## src/rtl/c_credit_flit_sender.sv

```systemverilog
// Credit-gated two-entry output stage: launches a flit only while the downstream tracker is not full.
// Optional stall/almost-full statistics enabled by defining C_FLIT_SENDER_STATS_EN.
module c_credit_flit_sender #(
  parameter int unsigned data_width = 32
) (
  input  logic                  clk,
  input  logic                  reset,
  input  logic                  active,
  input  logic                  in_valid,
  input  logic [data_width-1:0] in_data,
  output logic                  in_ready,
  input  logic                  credit_full,
  input  logic                  credit_almost_full,
  output logic                  out_valid,
  output logic [data_width-1:0] out_data,
  output logic [15:0]           stall_count,
  output logic [0:1]            errors
);

  localparam int unsigned CNT_W = 16;

  typedef enum logic [1:0] {EMPTY, ONE, TWO} state_t;

  state_t                r_state, w_state_nxt;
  logic [data_width-1:0] r_head_data, r_skid_data, w_head_data_nxt, w_skid_data_nxt;
  logic                  r_head_valid, r_skid_valid, w_head_valid_nxt, w_skid_valid_nxt;
  logic                  w_accept, w_send;

  // Ready decodes registered occupancy only; no path from credit_full.
  assign in_ready  = active & (r_state != TWO);
  assign w_accept  = in_valid & in_ready;
  assign w_send    = r_head_valid & ~credit_full & active;
  assign out_valid = w_send;
  assign out_data  = r_head_data;
  assign errors    = {in_valid & ~in_ready & active, w_send & credit_full};

  always_comb begin
    w_state_nxt      = r_state;
    w_head_data_nxt  = r_head_data;
    w_head_valid_nxt = r_head_valid;
    w_skid_data_nxt  = r_skid_data;
    w_skid_valid_nxt = r_skid_valid;
    case (r_state)
      EMPTY: begin
        if (w_accept) begin
          w_head_data_nxt  = in_data;
          w_head_valid_nxt = 1'b1;
          w_state_nxt      = ONE;
        end
      end
      ONE: begin
        if (w_accept && !w_send) begin
          w_skid_data_nxt  = in_data;
          w_skid_valid_nxt = 1'b1;
          w_state_nxt      = TWO;
        end else if (!w_accept && w_send) begin
          w_head_valid_nxt = 1'b0;
          w_state_nxt      = EMPTY;
        end else if (w_accept && w_send) begin
          w_head_data_nxt  = in_data;
        end
      end
      TWO: begin
        if (w_send) begin
          w_head_data_nxt  = r_skid_data;
          w_head_valid_nxt = 1'b1;
          w_skid_valid_nxt = 1'b0;
          w_state_nxt      = ONE;
        end
      end
      default: w_state_nxt = EMPTY;
    endcase
  end

  always_ff @(posedge clk) begin
    if (reset) begin
      r_state      <= EMPTY;
      r_head_data  <= '0;
      r_head_valid <= 1'b0;
      r_skid_data  <= '0;
      r_skid_valid <= 1'b0;
    end else if (active) begin
      r_state      <= w_state_nxt;
      r_head_data  <= w_head_data_nxt;
      r_head_valid <= w_head_valid_nxt;
      r_skid_data  <= w_skid_data_nxt;
      r_skid_valid <= w_skid_valid_nxt;
    end
  end

`ifdef C_FLIT_SENDER_STATS_EN
  logic [CNT_W-1:0] r_stall_count;
  logic [CNT_W-1:0] r_af_send_cnt;
  logic             w_unused_af_stats;

  // Saturating counters; the almost-full send count is observed hierarchically only.
  always_ff @(posedge clk) begin
    if (reset) begin
      r_stall_count <= '0;
      r_af_send_cnt <= '0;
    end else begin
      if (r_head_valid && credit_full && active && (r_stall_count != '1))
        r_stall_count <= r_stall_count + CNT_W'(1);
      if (credit_almost_full && w_send && (r_af_send_cnt != '1))
        r_af_send_cnt <= r_af_send_cnt + CNT_W'(1);
    end
  end

  assign stall_count       = r_stall_count;
  assign w_unused_af_stats = ^r_af_send_cnt;
`else
  logic w_unused_af;

  assign stall_count = 16'h0000;
  assign w_unused_af = credit_almost_full;
`endif

endmodule

```

## config.mk

```make
export PLATFORM = sky130hd
export DESIGN_NAME = c_credit_flit_sender
export DESIGN_NICKNAME = d
export VERILOG_FILES = /design/src/rtl/c_credit_flit_sender.sv
export SDC_FILE = /design/constraint.sdc
export NUM_CORES = 1
export LEC_CHECK = 0
export ABC_AREA = 1
export CAP_MARGIN = 20
export CORE_MARGIN = 3
export CORE_UTILIZATION = 43
export CTS_CLUSTER_DIAMETER = 200
export CTS_CLUSTER_SIZE = 8
export DETAILED_ROUTE_END_ITERATION = 16
export GPL_TIMING_DRIVEN = 0
export PLACE_DENSITY = 0.76
export SLEW_MARGIN = 5
export SYNTH_ARGS = -nofsm -noshare
export SYNTH_HDL_FRONTEND = slang
export SYNTH_SLANG_ARGS = --single-unit
```

## constraint.sdc

```tcl
create_clock -name clk -period 1.2 [get_ports clk]
set_input_delay 0.12 -clock clk [delete_from_list [all_inputs] [get_ports clk]]
set_output_delay 0.12 -clock clk [all_outputs]
set_load 0.005 [all_outputs]
```

==> results.md <==
- Status: complete, but fails checks
- Failing checks: setup timing
- Critical Path Sink: out_data[27]$_SDFFE_PP0P_
- Post-synth EDFFs: 0
- Top flip-flop cell by instance count after synthesis: dfxtp_1
- Area leader, netlist: dfxtp_1
- Yosys warning count: 0
- FF-to-FF End: out_data[27]$_SDFFE_PP0P_
- Post-Syn Area: 0.003123 mm2
- First-pass detailed-route iteration total: 4
- Final Util: 0.7013
- Syn Area/Cell: 6.687 um2
- Slew Viols, Final: 0
- WP data required: 1.47 ns
- Vias per cell: 4.732
- Drt total wl: 8526 um
- Initial Utilization: 0.4522
- Top Ports: 90
- Worst Path Arrival: 1.72 ns
- H-tree Lvls: 3
- Layout cell share with drive strength beyond 1: 0.2814
- Hold slack: 0.4399 ns
- Top-area cell type share of the netlist area: 0.4295
- Multi-input logic area: 0.001619 mm2
- Pre-CTS setup slack: -0.5797 ns
- Crit path launch type: flop
- Crit. End Element: flop
- Crit Path Class: flop to flop
- Static Leak: 2.301 nW
- Clk_lat worst skew: 0.34 ns
- R2R depth: 9
- Crit Path Max Fanout: 10
- Final worst path period need: 1.450 ns
- Core Region: 0.006907 mm2
- Nets@finish: 624
- Unrepaired setup endpoints after global routing: true
- Final setup violation count: 70
- Post-synth cell types: 18
- CTS Buffer Depth: 2
- Via Count: 3246
- Pin count of the biggest net entering global routing: 11
- R2r startpoint: r_state[0]$_SDFFE_PP0P_
- Hold WC Path Type: input pin to flop
- Maximum VDD drop: 712.8 uV
- Seq/Total Area, Yosys: 0.4295
- Filler instances: 582
- RD Place Congestion: 0.8180
- Max cap viols: 0
- Antenna Nets Post-Route: 0
- CP Launch Point: r_state[0]$_SDFFE_PP0P_
- Area contributors post-synth: dfxtp_1 43%, nand2_1 13%, o21ai_0 9.1%
- Flip-flop and latch area: 0.001349 mm2
- Initial antenna violation count: 0
- Port bufs: 71
- DRC: 0
- Num rows: 30
- Total CTS buffers: 9
- DIE AREA: 0.008321 mm2
- P&R area growth vs syn: 55.09%
- CTS tree: yes
- DIE WIDTH: 91.22 um
- CTS root buf: clkbuf_8
- Period utilization: 1.208
- R2R setup slack: -0.25 ns
- GRT Total Usage: 0.1971
- Drt wl/cell: 12.43 um
- Synth async-reset ratio: 0
- Final hold vios: 0
- Final setup margin: -0.2498 ns
- P per Cell Area: 1124 mW/mm2
- Vert. Die Dim: 91.22 um
- Top cells by count, synth: 108 x nand2_1, 69 x inv_1, 68 x nor2_1
- Cts hold-fix bufs: 0
- Fmax achieved: 689.7 MHz
- Hold Path Stages: 3
- Clk_skew: 0.004509 ns
- Synthesized flop and latch total: 67
- Clk slew on worst S/H paths: 0.07 ns
- Top-count cell post-synth: nand2_1
- Post-detail-place hpwl: 5435 um
- First-pass GRT wire length: 13430 um
- DRT iter0 DRCs: 146
- Ant diodes: 0
- Cell count after synthesis: 467
- GRT Residual Overflow: 0
- Number of global-route vias before repair: 2991
- Clock Sinks: 67
[placed cells by master, fill, tap and decap left out, drive strengths merged]
cell,count
a21oi,36
buf,55
bufinv,1
clkbuf,22
clkdlybuf4s15,2
clkdlybuf4s50,35
clkinv,1
clkinvlp,1
conb,17
dfxtp,67
dlygate4sd2,33
inv,70
nand2,110
nand3,4
nor2,70
o21ai,66
[worst max-delay path: stages (launching register included)]
cell,delay [ns]
dfxtp_2,0.34
inv_2,0.08
nand2_4,0.07
buf_4,0.18
clkbuf_4,0.20
o21ai_0,0.22
inv_1,0.08
nand2_1,0.08
nand2_1,0.05
nor2_1,0.09
[logic make-up (layout without fill, tap and decap cells)]
kind of cell / Yosys count / after routing / share of synthesized area
AND/OR/NAND/NOR: 183 / 184 / 0.2284
buffers and inverters: 114 / 220 / 0.1775
AO/OA/AOI/OAI: 102 / 102 / 0.1635
flip-flops: 67 / 67 / 0.4295
other: 1 / 17 / 0.001201
[metrics by stage]
stage | instance area, um2 | total power, mW | std cells | setup TNS [ns]
floorplan | 3212 | 2.998 | 483 | -2.205
global route | 4843 | 5.718 | 686 | -16.03
finish | 4843 | 5.445 | 686 | -11.38
CTS | 4643 | 5.376 | 683 | -11.04
detailed placement | 4043 | 3.441 | 650 | -31.77
global placement | 4043 | 3.417 | 650 | -30.24
[worst min path at each step]
stage / end / start
after floorplan: r_head_valid$_SDFFE_PP0P_ / reset
after global placement: r_skid_data[16]$_SDFFE_PP0P_ / r_skid_data[16]$_SDFFE_PP0P_
after detailed placement: r_skid_data[9]$_SDFFE_PP0P_ / r_skid_data[9]$_SDFFE_PP0P_
after CTS: r_state[0]$_SDFFE_PP0P_ / reset
after global routing: r_skid_data[3]$_SDFFE_PP0P_ / in_data[3]
final: r_skid_data[1]$_SDFFE_PP0P_ / in_data[1]
[report_power, final]
part	total (mW)	switching, mW	internal, mW
registers	2.42	0.0601	2.36
logic	1.16	0.584	0.575
clock network	1.86	0.801	1.06
[layer usage]
metal	routed length (um)	global-route usage
met3	440	0.04225
met1	3656	0.2384
met4	131	0.07789
met2	4296	0.3397
met5	0	0
[final cells by class]
| cell class | count | share of cell area |
|---|---|---|
| buffer | 43 | 0.08215 |
| clock buffer | 13 | 0.03281 |
| clock inverter | 2 | 0.007233 |
| inverter | 71 | 0.05580 |
| multi-input combinational | 303 | 0.3343 |
| sequential | 67 | 0.2785 |
| tap | 96 | 0.02480 |
| timing repair buffer | 91 | 0.1844 |
[registers in the layout (all words and copies together) (netlist names)]
name,count
out_data,32
r_head_valid,1
r_skid_data,32
r_state,2
[what timing repair did]
action / CTS / global route
pin swaps: 14 / 15
setup endpoints to repair: 100 / 70
buffers inserted: 10 / 2
cloned: 8 / 1
resized for setup: 131 / 73
(Power assumes the default switching activity.)
